**src/rtl/param_fifo_buffer.sv**
```systemverilog
// Parametrised synchronous FIFO with watermarks, occupancy, sticky error flags
// and an optional first-word-fall-through read port.
module param_fifo_buffer #(
    parameter int WIDTH      = 16,
    parameter int DEPTH      = 4,
    parameter int AF_LEVEL   = 3,
    parameter int AE_LEVEL   = 1,
    parameter int SHOW_AHEAD = 0
) (
    input  logic                         Clk,
    input  logic                         Rst_n,
    input  logic                         EN,
    input  logic                         CLR,
    input  logic                         WR,
    input  logic [WIDTH-1:0]             dataIn,
    input  logic                         RD,
    output logic [WIDTH-1:0]             dataOut,
    output logic                         VALID,
    output logic                         EMPTY,
    output logic                         FULL,
    output logic                         ALMOST_EMPTY,
    output logic                         ALMOST_FULL,
    output logic [$clog2(DEPTH+1)-1:0]   COUNT,
    output logic                         OVERFLOW,
    output logic                         UNDERFLOW
);

    localparam int CW = $clog2(DEPTH+1);
    localparam int PW = $clog2(DEPTH);

    logic [WIDTH-1:0] r_mem [DEPTH];
    logic [PW-1:0]    r_rptr;
    logic [PW-1:0]    r_wptr;
    logic [CW-1:0]    r_count;
    logic [WIDTH-1:0] r_dout;
    logic             r_valid;
    logic             r_empty;
    logic             r_full;
    logic             r_ae;
    logic             r_af;
    logic             r_ovf;
    logic             r_udf;

    logic             w_rd_ok;
    logic             w_wr_ok;
    logic [CW-1:0]    w_cnt_nxt;
    logic [PW-1:0]    w_rptr_nxt;
    logic [PW-1:0]    w_wptr_nxt;

    // A write into a full FIFO is legal only when a pop frees the slot.
    assign w_rd_ok    = RD & ~r_empty;
    assign w_wr_ok    = WR & (~r_full | RD);
    assign w_cnt_nxt  = r_count + CW'(w_wr_ok) - CW'(w_rd_ok);
    assign w_rptr_nxt = (r_rptr == PW'(DEPTH-1)) ? '0 : r_rptr + 1'b1;
    assign w_wptr_nxt = (r_wptr == PW'(DEPTH-1)) ? '0 : r_wptr + 1'b1;

    always_ff @(posedge Clk) begin
        if (EN && !CLR && w_wr_ok)
            r_mem[r_wptr] <= dataIn;
    end

    always_ff @(posedge Clk or negedge Rst_n) begin
        if (!Rst_n) begin
            r_rptr  <= '0;
            r_wptr  <= '0;
            r_count <= '0;
            r_dout  <= '0;
            r_valid <= 1'b0;
            r_empty <= 1'b1;
            r_full  <= 1'b0;
            r_ae    <= 1'b1;
            r_af    <= 1'b0;
            r_ovf   <= 1'b0;
            r_udf   <= 1'b0;
        end else if (EN) begin
            if (CLR) begin
                r_rptr  <= '0;
                r_wptr  <= '0;
                r_count <= '0;
                r_valid <= 1'b0;
                r_empty <= 1'b1;
                r_full  <= 1'b0;
                r_ae    <= 1'b1;
                r_af    <= 1'b0;
                r_ovf   <= 1'b0;
                r_udf   <= 1'b0;
            end else begin
                if (w_rd_ok) begin
                    r_rptr <= w_rptr_nxt;
                    r_dout <= r_mem[r_rptr];
                end
                if (w_wr_ok)
                    r_wptr <= w_wptr_nxt;
                r_count <= w_cnt_nxt;
                r_valid <= w_rd_ok;
                r_empty <= (w_cnt_nxt == '0);
                r_full  <= (w_cnt_nxt == CW'(DEPTH));
                r_ae    <= (w_cnt_nxt <= CW'(AE_LEVEL));
                r_af    <= (w_cnt_nxt >= CW'(AF_LEVEL));
                r_ovf   <= r_ovf | (WR & ~w_wr_ok);
                r_udf   <= r_udf | (RD & r_empty);
            end
        end
    end

    // Fall-through mode exposes the head word directly; zero while empty.
    assign dataOut      = (SHOW_AHEAD != 0) ? (r_empty ? '0 : r_mem[r_rptr]) : r_dout;
    assign VALID        = (SHOW_AHEAD != 0) ? ~r_empty : r_valid;
    assign EMPTY        = r_empty;
    assign FULL         = r_full;
    assign ALMOST_EMPTY = r_ae;
    assign ALMOST_FULL  = r_af;
    assign COUNT        = r_count;
    assign OVERFLOW     = r_ovf;
    assign UNDERFLOW    = r_udf;

endmodule

```
**config.mk**
```make
export PLATFORM = sky130hd
export DESIGN_NAME = param_fifo_buffer
export DESIGN_NICKNAME = d
export VERILOG_FILES = /design/src/rtl/param_fifo_buffer.sv
export SDC_FILE = /design/constraint.sdc
export NUM_CORES = 1
export LEC_CHECK = 0
export CAP_MARGIN = 30
export CORE_MARGIN = 2
export CORE_UTILIZATION = 58
export DETAILED_ROUTE_END_ITERATION = 10
export PLACE_DENSITY = 0.84
export RECOVER_POWER = 50
export SYNTH_ARGS = -nofsm -noshare
export SYNTH_HDL_FRONTEND = slang
export SYNTH_SLANG_ARGS = --single-unit
```
**constraint.sdc**
```tcl
create_clock -name Clk -period 4.5 [get_ports Clk]
set_clock_uncertainty 0.1 [all_clocks]
set_input_delay 0.9 -clock Clk [delete_from_list [all_inputs] [get_ports Clk]]
set_output_delay 0.9 -clock Clk [all_outputs]
set_load 0.05 [all_outputs]
```
After elaboration in Yosys (flattened, before gate mapping)
Memories as Yosys holds them, arrays and structs flattened. A register that Yosys moved wholly into a read port is not among the register bits. Index checks and enable logic that the tools add are counted.

Output and inout port bits: 26. Memories kept: 1. Register bits: 14. Bits in writable memories: 64. Input bits: 22. Logic and storage cells: 57.

Memories: r_mem (depth 4, bits a word 16, read ports 1, clocked after memory_dff 1, write ports 1, line 31) `logic [WIDTH-1:0] r_mem [DEPTH];`.

Add/sub/neg operators: 4. Bitwise operators: 11. Equal/unequal tests: 3. Muxes and demuxes: 16. Reductions and logical operators: 10. $lt $le $gt $ge: 2.

Operator list (number): 2-bit two-way mux (6); 1-bit two-way mux (9); 2-bit by 1-bit adder with 2-bit output (second input constant) (2); 1-bit bitwise AND (4); 2-bit == test (second input constant) (2); 1-bit NOT (4); 2-bit AND reduction (2); 2-bit nonzero test (2); 3-bit by 1-bit adder with 3-bit output (1); 3-bit == test (second input constant) (1); 3-bit by 2-bit >= comparator with 1-bit output (second input constant) (1); 3-bit by 1-bit less-or-equal comparator with 1-bit output (second input constant) (1); 3-bit logical NOT (1); 3-bit two-way mux (1); 1-bit OR (3); 3-bit AND reduction (1); 3-bit by 1-bit subtractor with 3-bit output (1); 1-bit logical AND (2); 1-bit logical NOT (2).

Longest topological paths before layout
Gate-level depths: netlist of run 1.

Word-level depth: 7. Gate-level depth with buffers: 10. Gate-level depth less buffers: 10.

Worst setup path before layout of run 1
No wires, ideal clock.

Path kind: input -> register. From: input WR. To: register r_full (netlist: FULL). Arrival: 2320 ps. Setup time: 122 ps. Setup slack: 1958 ps. Required time: 4278 ps. Buffers on the path: 0. Cell stages on the path: 8. Cells stage by stage: xor2_1 o21ai_0 ha_1 inv_1 fa_1 xnor2_1 xnor2_1 a32o_1.

Word-level cells in the longest chain between the ends: 5.

Ends and longest elaborated chain: start, declared (line 14) `input logic WR,`; 1-bit bitwise AND (line 52) `assign w_wr_ok = WR & (~r_full | RD);`; 3-bit by 1-bit adder with 3-bit output (line 53) `assign w_cnt_nxt = r_count + CW'(w_wr_ok) - CW'(w_rd_ok);`; 3-bit by 1-bit subtractor with 3-bit output (line 53); 3-bit == test (line 97) `r_full <= (w_cnt_nxt == CW'(DEPTH));`; 1-bit two-way mux (line 76) `if (CLR) begin`; end signal, assigned (line 97); end, declared (line 38) `logic r_full;`.

No other way between the ends. A chain may end at the register's enable or synchronous reset.

Worst setup path after layout of run 1
From: input EN. To: memory r_mem[3][3], enable pin.

Word-level cells in the longest chain between the ends: 4.

Ends and longest elaborated chain: start, declared (line 12) `input logic EN,`; 1-bit logical AND (2 in series) (line 58) `if (EN && !CLR && w_wr_ok)`; 1-bit two-way mux (line 58); 1-bit two-way mux (not written as such) (line 59) `r_mem[r_wptr] <= dataIn;`; end, declared (line 31).

No other way between the ends.

==> flow_metrics.tcl, run 1 <==
set metrics [dict create \
    nFillCells 411 \
    fmax_mhz 319 \
    dieArea_um2 7160 \
    globalRouteOverflowTotal 0 \
    synth_async_sr_flop_share_pct 31.9 \
    track_usage_pct 20.0 \
    drc 0 \
    hold_path_class "reg -> reg" \
    antennaDiodeCount 0 \
    antenna_found_initial 0 \
    grt_pass1_wl_mm 10.5 \
    dp_hpwl_mm 4.19 \
    grt_pass1_vias 1958 \
    seq_area_frac_synth_pct 71.0 \
    initial_utilization_pct 59.7 \
    reg2reg_slack_ns 2.31 \
    cts_tree "yes" \
    cts_setup_buffers 0 \
    wl_met3_um 275 \
    synthMuxAreaShare_pct 15.9 \
    slew_headroom_pct -15.8 \
    routed.top_layer "met4" \
    critPathLaunchType "primary input" \
    wl_met2_mm 3.22 \
    antenna_left 0 \
    die_width_um 84.6 \
    die_y_um 84.6 \
    synth_cell_types 37 \
    endpoint_kind "flop" \
    arrival_ns 3.02 \
    p_per_area_nw_per_um2 582 \
    vias 1907 \
    drt_iter0_drc 125 \
    synthAdderAreaFrac_pct 2.52 \
    synth_xor_area_share_pct 0.697 \
    routabilityCongestion 0.758 \
    multiInputGateArea_um2 1000 \
    synth_nets 224 \
    clkSlewWorstSetupHoldPaths_ns 0.09 \
    synth-main-ff-cell "edfxtp_1" \
    clkSinkCount 94 \
    finalCriticalPeriod_ns 3.14 \
    synth_top_family_by_area "multiplexers" \
    port_buffers 47 \
    worstPathMaxFanout 16 \
    rows 29 \
    routedWlPerCell_um 19.5 \
    fin_setup_tns_ns 0 \
    clock-root-buffer "clkbuf_8" \
    synth_area_um2 3770 \
    cap_violations 1 \
    synth_common_cells "edfxtp_1, dfrtp_1" \
    wirelength_met1_mm 2.77 \
    finalMaxSlewViolations 31 \
    crit_type "in -> reg" \
    syn_avg_cell_area_um2 19.3 \
    coreArea_um2 6310 \
    synth-compound-area-share_pct 3.72 \
    ir_drop_v 0.000365 \
    status "finished with violations" \
    synthCells 195 \
    finalNetCount 277 \
    leakagePower_nw 1.65 \
    synth_edf_count 64 \
    worst_ep_required_time_ns 4.39 \
    yosysMostFrequentCell "edfxtp_1" \
    drive_gt1_share_pct 17.4 \
    hold-worst-slack_ns 0.389 \
    finalHoldViolCount 0 \
    worst_slew_pin_slew_ns 1.74 \
    p_total_mw 2.62 \
    fin_crit_sh_pct 69.7 \
    h-tree-depth 3 \
    cts_resized 0 \
    area_growth_pct 19.4 \
    vias_per_cell 5.78 \
    setup_viol 0 \
    drt_wl_total_mm 6.43 \
    violations "max-capacitance violations, max-slew violations" \
    grt_max_degree 31 \
    yosysTopAreaCell "edfxtp_1" \
    rsz0062_at_grt "false" \
    numCtsBuffers 9 \
    synth_top_area_share_pct 51.0 \
    regArea_um2 2680 \
    boundaryPins 48 \
    synth_warnings 0 \
    synthTopCellsByArea "edfxtp_1, dfrtp_1, mux4_1, mux4_2, mux2_4" \
    clockBufferDepth 2 \
    hold_buffers 0 \
    yosys_register_bits 94 \
    clk_latency_ns 0.36 \
    dr.pass1.iters 5 \
    yosys.area_share.simple_pct 3.72 \
]
layer usage:
metal / vias up / global-route usage, %
met2: 57 / 31.2
li1: 867 / -
met5: - / 0
met1: 971 / 27.3
met3: 12 / 3.34
met4: 0 / 11.1
metrics by stage:
| stage | instances | instance area, µm² | worst slack [ns] | util [%] |
|---|---|---|---|---|
| 3_3_place_gp | 313 | 4280 | 1.16 | 67.8 |
| 4_1_cts | 330 | 4500 | 1.42 | 71.3 |
| 2_1_floorplan | 195 | 3770 | 1.96 | - |
| 3_5_place_dp | 314 | 4310 | 1.04 | 68.2 |
| 6_report | 330 | 4500 | 1.36 | 71.2 |
| 5_1_grt | 330 | 4500 | 1.17 | 71.2 |
report_power, final:
group	internal, mW	switching [mW]	total (mW)
Clock	0.258	0.287	0.544
Sequential	1.06	0.0928	1.15
Combinational	0.369	0.554	0.923
Total	1.68	0.933	2.62
sequential cells by signal, summed over array words and instances, names as in the netlist:
register,flops
COUNT,3
OVERFLOW,1
UNDERFLOW,1
r_rptr,2
r_wptr,2
EMPTY,1
r_mem,64
ALMOST_FULL,1
FULL,1
dataOut,16
ALMOST_EMPTY,1
VALID,1
kinds of logic after synthesis:
group | Yosys count
flip-flops | 94
AND/OR/NAND/NOR | 24
adder cells (fa/ha/maj) | 7
AO/OA/AOI/OAI | 21
XOR/XNOR | 3
multiplexers | 32
buffers and inverters | 14
worst paths after layout:
check,startpoint,endpoint,cells after the start
worst min-delay path,VALID$_DFFE_PN0P_,VALID$_DFFE_PN0P_,1
worst min register to register,VALID$_DFFE_PN0P_,VALID$_DFFE_PN0P_,1
min in group asynchronous,Rst_n,dataOut[1]$_DFFE_PN0P_,2
worst max register to register,EMPTY$_DFFE_PN1P_,COUNT[2]$_DFFE_PN0P_,9
max in group asynchronous,Rst_n,dataOut[15]$_DFFE_PN0P_,2
worst max-delay path,EN,r_mem[3][3]$_DFFE_PP_,4
worst max-delay path, stage by stage:
cell           delay [ns]
dlygate4sd3_1        0.82
nand2b_1             0.30
nor2_1               0.26
and2_1               0.73
cells in the final DEF (no fill, tap or decap), drive strengths merged:
cell           count
edfxtp            64
dfrtp             28
dlygate4sd3       24
clkdlybuf4s50     23
mux4              16
mux2              16
clkbuf            10
inv                8
nor2               7
ha                 6
nand2              5
a21oi              5
nand2b             4
and2               4
o22ai              4
clkinv             4
o21ai              3
dfstp              2
a22oi              2
xnor2              2
a22o               2
xor2               1
and3               1
o2bb2ai            1
nand3b             1
a21o               1
nor2b              1
a32o               1
nor4b              1
a41oi              1
a31oi              1
fa                 1
bufinv             1
clkinvlp           1
buf                1
area by class of cell:
type	instances	share of cell area (%)
multi-input combinational	87	22.3
tap	77	2.14
sequential	94	59.5
inverter	7	0.584
clock inverter	7	1.61
clock buffer	9	2.75
timing repair buffer	49	11.2
No activity file was read; power rests on OpenSTA's default activity.
==> run 2, diff against run 1 <==
--- a/config.mk
+++ b/config.mk
@@ -7,9 +7,9 @@
 export LEC_CHECK = 0
 export CAP_MARGIN = 30
 export CORE_MARGIN = 2
-export CORE_UTILIZATION = 58
+export CORE_UTILIZATION = 55
 export DETAILED_ROUTE_END_ITERATION = 10
-export PLACE_DENSITY = 0.84
+export PLACE_DENSITY = 0.8
 export RECOVER_POWER = 50
 export SYNTH_ARGS = -nofsm -noshare
 export SYNTH_HDL_FRONTEND = slang
==> constraint.sdc (replaced) <==
create_clock -name Clk -period 2.9 [get_ports Clk]
set_clock_uncertainty 0.1 [all_clocks]
set_input_delay 0.58 -clock Clk [delete_from_list [all_inputs] [get_ports Clk]]
set_output_delay 0.58 -clock Clk [all_outputs]
set_load 0.05 [all_outputs]
==> run 2 against run 1 <==
Cell count is 3.9% higher. Largest power group unchanged. Utilization is 3.3 points lower. Setup slack worse by 1.1 ns. Clock power is 75% higher. Via count is 1.9% higher. Combinational power is 54% higher. The run still ends with max-capacitance violations, max-slew violations left. Register-to-register slack worse by 1.7 ns. Clock-buffer cell count is 1 higher. Sequential share of layout area is 0.88 points lower. Non-clock buffer count is 10 higher. Worst hold slack better by 0.0069 ns. Global-route usage is 1.8 points lower.
==> flow_metrics.tcl, run 2 (synthesized netlist as in run 1, its figures left out) <==
set metrics [dict create \
    final_area_um2 4570 \
    routedWlPerCell_um 18.4 \
    area_growth_pct 21.2 \
    cp_cell_sequence "dlygate4sd3_1 > xor2_1 > o21ai_0 > ha_1 > inv_1 > fa_1 > xnor2_1 > xnor2_1 > nand2_1 > o21ai_0" \
    crit_buf_inv 2 \
    cpMaxStageDelayCell "dlygate4sd3_1" \
    status "finished with violations" \
    routed.top_layer "met4" \
    dp_hpwl_mm 4.02 \
    fin_setup_tns_ns 0 \
    dr.pass1.iters 4 \
    clkSinkCount 94 \
    worst_slew_pin_slew_ns 1.71 \
    cpPeakStageDelay_ns 0.62 \
    hold_path_class "reg -> reg" \
    antenna_found_initial 0 \
    globalRouteOverflowTotal 0 \
    wirelength_met1_mm 2.85 \
    fin_crit_sh_pct 90.6 \
    switchingPower_mw 1.45 \
    crit_type "in -> reg" \
    drt_iter0_drc 96 \
    cpLargestDelayFamily "buffers and inverters" \
    stdcell_count 343 \
    arrival_ns 2.80 \
    power_frac_clock_pct 22.9 \
    dpl_cell_area_um2 4380 \
    rsz0062_at_grt "false" \
    initial_utilization_pct 56.1 \
    dp_cells 327 \
    cts_tree "yes" \
    drive_gt1_share_pct 19.0 \
    track_usage_pct 18.2 \
    finalCriticalPeriod_ns 2.63 \
    clk_latency_ns 0.36 \
    worst_ep_required_time_ns 3.08 \
    vias 1943 \
    port_buffers 47 \
    fmax_mhz 381 \
    rows 30 \
    violations "max-capacitance violations, max-slew violations" \
    cts_setup_buffers 0 \
    slew_headroom_pct -13.8 \
    pwr-share-seq_pct 42.9 \
    final_cell_mix "edfxtp_1, dfrtp_1, clkdlybuf4s50_1, dlygate4sd3_1" \
    cap_violations 1 \
    routabilityCongestion 0.826 \
    final_common_cell "edfxtp_1" \
    finalNetCount 287 \
    antenna_left 0 \
    grt_pass1_vias 1896 \
    drt_wl_total_mm 6.30 \
    p_total_mw 4.15 \
    wl_met3_um 250 \
    h-tree-depth 3 \
    final_util_pct 68.0 \
    ir_drop_v 0.000457 \
    setup_viol 0 \
    numCtsBuffers 9 \
    largest_reg_flops 64 \
    finalHoldViolCount 0 \
    vias_per_cell 5.66 \
    p_int_mw 2.70 \
    boundaryPins 48 \
    finalMaxSlewViolations 31 \
    cts_resized 0 \
    p_per_area_nw_per_um2 909 \
    grt_pass1_wl_mm 9.98 \
    worstPathMaxFanout 6 \
    critPathLaunchType "primary input" \
    die_y_um 86.8 \
    drc 0 \
    antennaDiodeCount 0 \
    coreArea_um2 6720 \
    die_width_um 86.8 \
    leakagePower_nw 1.68 \
    wl_met2_mm 3.08 \
    grt_max_degree 31 \
    dieArea_um2 7530 \
    regMostFlops "r_mem" \
    clkSlewWorstSetupHoldPaths_ns 0.09 \
    clock-root-buffer "clkbuf_8" \
    sw_frac_of_total_pct 34.9 \
    hold_buffers 0 \
    power_frac_comb_pct 34.1 \
    endpoint_kind "flop" \
    clockBufferDepth 2 \
]
[run 2: changes by cell type in the layout (fill, tap and decap cells not counted), moves of 2 or more]
cell and change:
mux2_4 -3, dlygate4sd3_1 -4, mux2_1 +3, clkbuf_1 +2, clkdlybuf4s50_1 +4, buf_4 +9
[run 2: path summary, 6_finish.rpt]
check | start | to | slack, ns | cells past startpoint
max in group asynchronous | Rst_n | dataOut[3]$_DFFE_PN0P_ | 0.62 | 2
worst min register to register | VALID$_DFFE_PN0P_ | VALID$_DFFE_PN0P_ | 0.40 | 1
min in group asynchronous | Rst_n | dataOut[1]$_DFFE_PN0P_ | 1.09 | 2
worst max register to register | EMPTY$_DFFE_PN1P_ | COUNT[2]$_DFFE_PN0P_ | 0.63 | 9
worst max-delay path | WR | COUNT[2]$_DFFE_PN0P_ | 0.27 | 10
worst min-delay path | VALID$_DFFE_PN0P_ | VALID$_DFFE_PN0P_ | 0.40 | 1
[run 2: area by class of cell]
type	instances	area, µm²
Timing Repair Buffer	59	566
Sequential cell	94	2680
Clock buffer	10	128
Tap cell	80	100
Inverter	7	26.3
Multi-Input combinational cell	87	977
Fill cell	429	2150
Clock inverter	6	93.8
[run 2: power by group through the flow]
stage	logic [mW]	registers, mW	clock network, mW
after global routing	1.48	1.81	1.03
after CTS	1.46	1.79	0.966
after floorplan	0.470	2.33	0
after global placement	1.43	1.81	0
final	1.42	1.78	0.951
after detailed placement	1.45	1.82	0
[run 2: stage by stage]
stage | hold WS [ns] | setup WS [ns]
global placement | 0.370 | 0.0974
global route | 0.415 | 0.171
floorplan | 0.184 | 0.584
finish | 0.396 | 0.274
CTS | 0.400 | 0.421
detailed placement | 0.379 | 0.0642
[run 2: layer usage]
metal  GRT usage (%)  up-vias
met5               0        -
met3            3.90        9
met2            28.5       45
met4            8.10        0
met1            24.9      990
li1                -      899
